## src/rtl/mem_access_sequencer.sv

```systemverilog
// mem_access_sequencer: sequences MEM-stage load/store/LL/SC requests to the d-cache and tracks the LL reservation.
// Optional watchdog enabled by defining MEM_SEQ_TIMEOUT_EN (TIMEOUT_CYCLES sets the WAIT-state limit).
`ifndef ADDR_WIDTH
`define ADDR_WIDTH 32
`endif
`ifndef DATA_WIDTH
`define DATA_WIDTH 32
`endif
module mem_access_sequencer #(
    parameter int TIMEOUT_CYCLES = 256
) (
    input  logic                   clk,
    input  logic                   rst,
    input  logic                   req_valid,
    input  logic                   req_action,
    input  logic                   req_is_ll,
    input  logic                   req_is_sc,
    input  logic [`ADDR_WIDTH-1:0] req_addr,
    input  logic [`DATA_WIDTH-1:0] req_data,
    input  logic                   ll_clear,
    output logic                   cache_req_valid,
    output logic                   cache_mem_action,
    output logic [`ADDR_WIDTH-1:0] cache_addr,
    output logic [`DATA_WIDTH-1:0] cache_data,
    input  logic                   cache_resp_valid,
    input  logic [`DATA_WIDTH-1:0] cache_resp_data,
    output logic                   done,
    output logic [`DATA_WIDTH-1:0] rdata,
    output logic                   timeout_err
);
    typedef enum logic [2:0] {IDLE, ISSUE, WAIT, DONE, SC_FAIL} state_t;
    state_t                   state_q, state_d;
    logic                     act_q, act_d, ll_q, ll_d, sc_q, sc_d;
    logic                     ll_valid_q, ll_valid_d;
    logic [`ADDR_WIDTH-1:0]   addr_q, addr_d, ll_addr_q, ll_addr_d;
    logic [`DATA_WIDTH-1:0]   data_q, data_d, rdata_q, rdata_d;
    logic                     tmo;
    if (TIMEOUT_CYCLES < 1) begin : g_bad_timeout
        $error("TIMEOUT_CYCLES must be at least 1");
    end
    // State, captured request, result and reservation registers
    always_ff @(posedge clk) begin
        if (rst) begin
            state_q    <= IDLE;
            act_q      <= 1'b0;
            ll_q       <= 1'b0;
            sc_q       <= 1'b0;
            addr_q     <= '0;
            data_q     <= '0;
            rdata_q    <= '0;
            ll_valid_q <= 1'b0;
            ll_addr_q  <= '0;
        end else begin
            state_q    <= state_d;
            act_q      <= act_d;
            ll_q       <= ll_d;
            sc_q       <= sc_d;
            addr_q     <= addr_d;
            data_q     <= data_d;
            rdata_q    <= rdata_d;
            ll_valid_q <= ll_valid_d;
            ll_addr_q  <= ll_addr_d;
        end
    end
    // Next-state, request capture, result and reservation update; ll_clear always overrides a reservation set
    always_comb begin
        state_d    = state_q;
        act_d      = act_q;
        ll_d       = ll_q;
        sc_d       = sc_q;
        addr_d     = addr_q;
        data_d     = data_q;
        rdata_d    = rdata_q;
        ll_addr_d  = ll_addr_q;
        ll_valid_d = ll_valid_q & ~ll_clear;
        case (state_q)
            IDLE: if (req_valid) begin
                act_d   = req_action;
                ll_d    = req_is_ll;
                sc_d    = req_is_sc;
                addr_d  = req_addr;
                data_d  = req_data;
                state_d = (req_is_sc && !(ll_valid_q && ll_addr_q == req_addr)) ? SC_FAIL : ISSUE;
                if (state_d == SC_FAIL) begin
                    rdata_d    = '0;
                    ll_valid_d = 1'b0;
                end
            end
            ISSUE: state_d = WAIT;
            WAIT: if (cache_resp_valid) begin
                state_d = DONE;
                rdata_d = (sc_q || act_q) ? `DATA_WIDTH'(1) : cache_resp_data;
                if (ll_q) begin
                    ll_valid_d = ~ll_clear;
                    ll_addr_d  = addr_q;
                end
                if (sc_q || (act_q && addr_q == ll_addr_q)) ll_valid_d = 1'b0;
            end else if (tmo) begin
                state_d    = DONE;
                rdata_d    = '0;
                ll_valid_d = 1'b0;
            end
            default: state_d = IDLE;
        endcase
    end
`ifdef MEM_SEQ_TIMEOUT_EN
    localparam int WW = $clog2(TIMEOUT_CYCLES + 1);
    logic [WW-1:0] wd_q, wd_d;
    logic          te_q, te_d;
    assign tmo  = state_q == WAIT && !cache_resp_valid && wd_q == WW'(TIMEOUT_CYCLES - 1);
    assign wd_d = (state_q == WAIT && state_d == WAIT) ? wd_q + 1'b1 : '0;
    assign te_d = te_q | tmo;
    // Watchdog counts consecutive WAIT cycles; the error flag stays set until reset
    always_ff @(posedge clk) begin
        if (rst) begin
            wd_q <= '0;
            te_q <= 1'b0;
        end else begin
            wd_q <= wd_d;
            te_q <= te_d;
        end
    end
    assign timeout_err = te_q;
`else
    assign tmo         = 1'b0;
    assign timeout_err = 1'b0;
`endif
    assign cache_req_valid  = state_q == ISSUE;
    assign done             = state_q == DONE || state_q == SC_FAIL;
    assign cache_mem_action = act_q;
    assign cache_addr       = addr_q;
    assign cache_data       = data_q;
    assign rdata            = rdata_q;
endmodule

```

## config.mk

```make
export PLATFORM = sky130hd
export DESIGN_NAME = mem_access_sequencer
export DESIGN_NICKNAME = d
export VERILOG_FILES = /design/src/rtl/mem_access_sequencer.sv
export SDC_FILE = /design/constraint.sdc
export NUM_CORES = 1
export LEC_CHECK = 0
export CORE_UTILIZATION = 60
export CTS_BUF_LIST = sky130_fd_sc_hd__clkbuf_16
export CTS_CLUSTER_SIZE = 14
export DETAILED_ROUTE_END_ITERATION = 10
export DONT_BUFFER_PORTS = 1
export PLACE_DENSITY = 0.76
export SLEW_MARGIN = 20
export SYNTH_ARGS = -nofsm -noshare
export SYNTH_HDL_FRONTEND = slang
export SYNTH_SLANG_ARGS = --single-unit
```

## constraint.sdc

```tcl
create_clock -name clk -period 3.38 [get_ports clk]
set_clock_uncertainty 0.05 [all_clocks]
set_input_delay 1.014 -clock clk [delete_from_list [all_inputs] [get_ports clk]]
set_output_delay 1.014 -clock clk [all_outputs]
set_load 0.02 [all_outputs]
```

==> metrics.md <==
| Metric | Value |
|---|---|
| GR Util All Layers | `26.9%` |
| PwrDens | `614 mW/mm^2` |
| Place WS | `0.565 ns` |
| GRT overflow | `0` |
| Antenna violations before repair | `0` |
| Nets | `773` |
| Switching share of power | `26.1%` |
| Routability cong. | `0.830` |
| # H-tree levels | `4` |
| CTS root buffer | `clkbuf_16` |
| Commonest non-fill, non-tap cell in the layout | `nand2_1` |
| Crit path DAT | `1.58 ns` |
| Total power | `0.00388 W` |
| Area share of the largest cell type after synthesis | `47.4%` |
| Setup TNS | `0 ns` |
| Mapped Area | `0.00571 sq mm` |
| Rel. slew slack | `49.1%` |
| Endpoint type of the worst setup path | `primary output` |
| Most frequent cells in the layout | `nand2_1, dfxtp_1, a21oi_1, xor2_1` |
| Fmax | `378 MHz` |
| HPWL after DPL | `9.36 mm` |
| Fin. max-slew vios | `0` |
| Met3 WL | `1.18 mm` |
| Mean post-synth cell area | `8.28 sq um` |
| CP max FO | `8` |
| Syn Nets | `793` |
| P&R area growth vs syn | `10.7%` |
| Async S/R FF share, synth | `0%` |
| Num ports | `204` |
| Drt drc | `0` |
| CP max stage cell | `o21ai_0` |
| # hold bufs at CTS | `0` |
| First-pass GRT wire length | `20.7 mm` |
| CTS Buf Count | `17` |
| Chip Height | `99.5 um` |
| # setup viols final | `0` |
| CP required | `2.32 ns` |
| # resized after CTS | `0` |
| Setup ws final | `0.731 ns` |
| Critical-path cell list | `nand2_1 > o21ai_0` |
| Crit-path max cell delay | `0.60 ns` |
| Post-synth top flop | `dfxtp_1` |
| Post-synthesis cell count | `689` |
| Largest net degree at the start of global routing | `138` |
| Startpoint Class | `flip-flop` |
| RSZ-0062 raised after global routing | `no` |
| Diodes inserted | `0` |
| Initial drt markers | `289` |
| Vias in the first global route | `4370` |
| Final Hold Fails | `0` |
| Status | `finished, final reports clean` |
| Max-capacitance violation count | `0` |
| EDFF count, synth | `0` |
| Fin crit share | `78.4%` |
| Yosys reg bits | `135` |
| Die X | `99.5 um` |
| Detail Route Antenna Nets | `0` |
| CTS tree | `built` |
| Worst Tran Pin Value | `0.756 ns` |
| Full die area | `0.00991 sq mm` |
| Clk_lat worst skew | `0.40 ns` |
| Placeable Area | `0.00924 sq mm` |
| Drt pass-1 iters | `4` |
| Starting Density | `61.8%` |
| Post-CTS Setup Repair Bufs | `0` |
| Row count | `35` |
| Part of the power in registers | `46.5%` |
| Synth unique cells | `30` |
| Peak VDD IR | `0.405 mV` |
| P_sw | `0.00101 W` |
| Crit Path Category | `reg2out` |
| DR vias/cell | `5.59` |
| Cell taking the most area after synthesis | `dfxtp_1` |
| Vias | `4536` |
| Clock power frac | `46.1%` |
| Met2 WL | `6.59 mm` |
| CTS sink cnt | `135` |
| Share of power burned in combinational logic | `7.4%` |
| Metal-1 WL | `5.43 mm` |
| Leak pwr | `2.49 nW` |
| Hold crit path type | `reg2reg` |
| Yosys warnings | `0` |
| Mean routed wirelength per cell | `16.6 um` |
| Drt total wl | `13.4 mm` |
| Worst-path clk slew | `0.06 ns` |
| Final period demand of the worst path | `2.65 ns` |
| Layout cells sized above 1 | `6.45%` |
| Pint | `0.00286 W` |
| I/O Buffers | `0` |
| Top routing layer in use | `met4` |
| CTS max path bufs | `2` |
| Synth top area cells | `dfxtp_1, nand2_1, a21oi_1` |
| Sequential fraction of the synthesis area | `47.4%` |
flip-flops by register name, indices dropped and copies added (netlist names):
register and cells:
cache_addr 32, cache_data 32, ll_addr_q 32, rdata 32, state_q 3, cache_mem_action 1, ll_q 1, ll_valid_q 1
sc_q 1
through the flow:
stage	instances	utilization, %	area [sq um]	hold slack (ns)
2_1_floorplan	689	-	5710	0.408
3_3_place_gp	779	62.1	5740	0.422
3_5_place_dp	779	62.1	5740	0.430
4_1_cts	811	68.4	6320	0.437
5_1_grt	811	68.4	6320	0.461
6_report	811	68.4	6320	0.440
cell families after synthesis:
kind of cell	Yosys count	synth area share [%]
xor+xnor	65	9.98
compound gates	107	9.95
other cells	1	0.0657
mux	32	5.61
flops	135	47.4
buf+inv	46	4.08
simple gates	303	23.0
area by class of cell:
type / count / area (sq um)
timing repair buffer: 7 / 90.1
clock buffer: 17 / 425
clock inverter: 15 / 154
fill: 741 / 2920
sequential: 135 / 2700
multi-input combinational: 508 / 2790
tap: 129 / 161
metal layers:
layer  track usage (%)  vias up
li1                  -     2201
met1              30.7     2122
met2              45.2      196
met3              10.0       17
met4              11.9        0
met5                 0        -
critical path, delay by kind of cell, from the launching register on:
kind | cells | cell delay [ns]
AOI/OAI and AO/OA | 1 | 0.60
DFF | 1 | 0.50
and+or+nand+nor | 1 | 0.08
power by group through the flow:
stage	clock, W	combinational (W)	sequential [W]
global placement	0	0.000275	0.00184
detailed placement	0	0.000288	0.00184
CTS	0.00181	0.000290	0.00180
floorplan	0	0.000261	0.00182
finish	0.00179	0.000288	0.00180
global route	0.00190	0.000319	0.00181
cell usage after synthesis (2+ instances only):
| master | number |
|---|---|
| nand2b_1 | 32 |
| buf_2 | 6 |
| xor2_1 | 39 |
| nand4_1 | 6 |
| dfxtp_1 | 135 |
| nor3_1 | 4 |
| mux2i_1 | 32 |
| nand2_1 | 235 |
| nor2_1 | 4 |
| a21oi_1 | 101 |
| or3_1 | 2 |
| buf_12 | 3 |
| nor3b_1 | 2 |
| nor4_2 | 2 |
| xnor2_1 | 26 |
| nand3_1 | 3 |
| clkbuf_1 | 36 |
| nor4_1 | 9 |
worst paths after layout:
kind	startpoint	to	slack, ns	cells past startpoint
worst min register to register	ll_addr_q[24]	ll_addr_q[24]	0.44	2
worst min-delay path	ll_addr_q[24]	ll_addr_q[24]	0.44	2
worst max register to register	ll_addr_q[25]	rdata[9]	1.24	7
worst max-delay path	state_q[1]	done	0.73	2
Power figures use the tool's default switching activity.
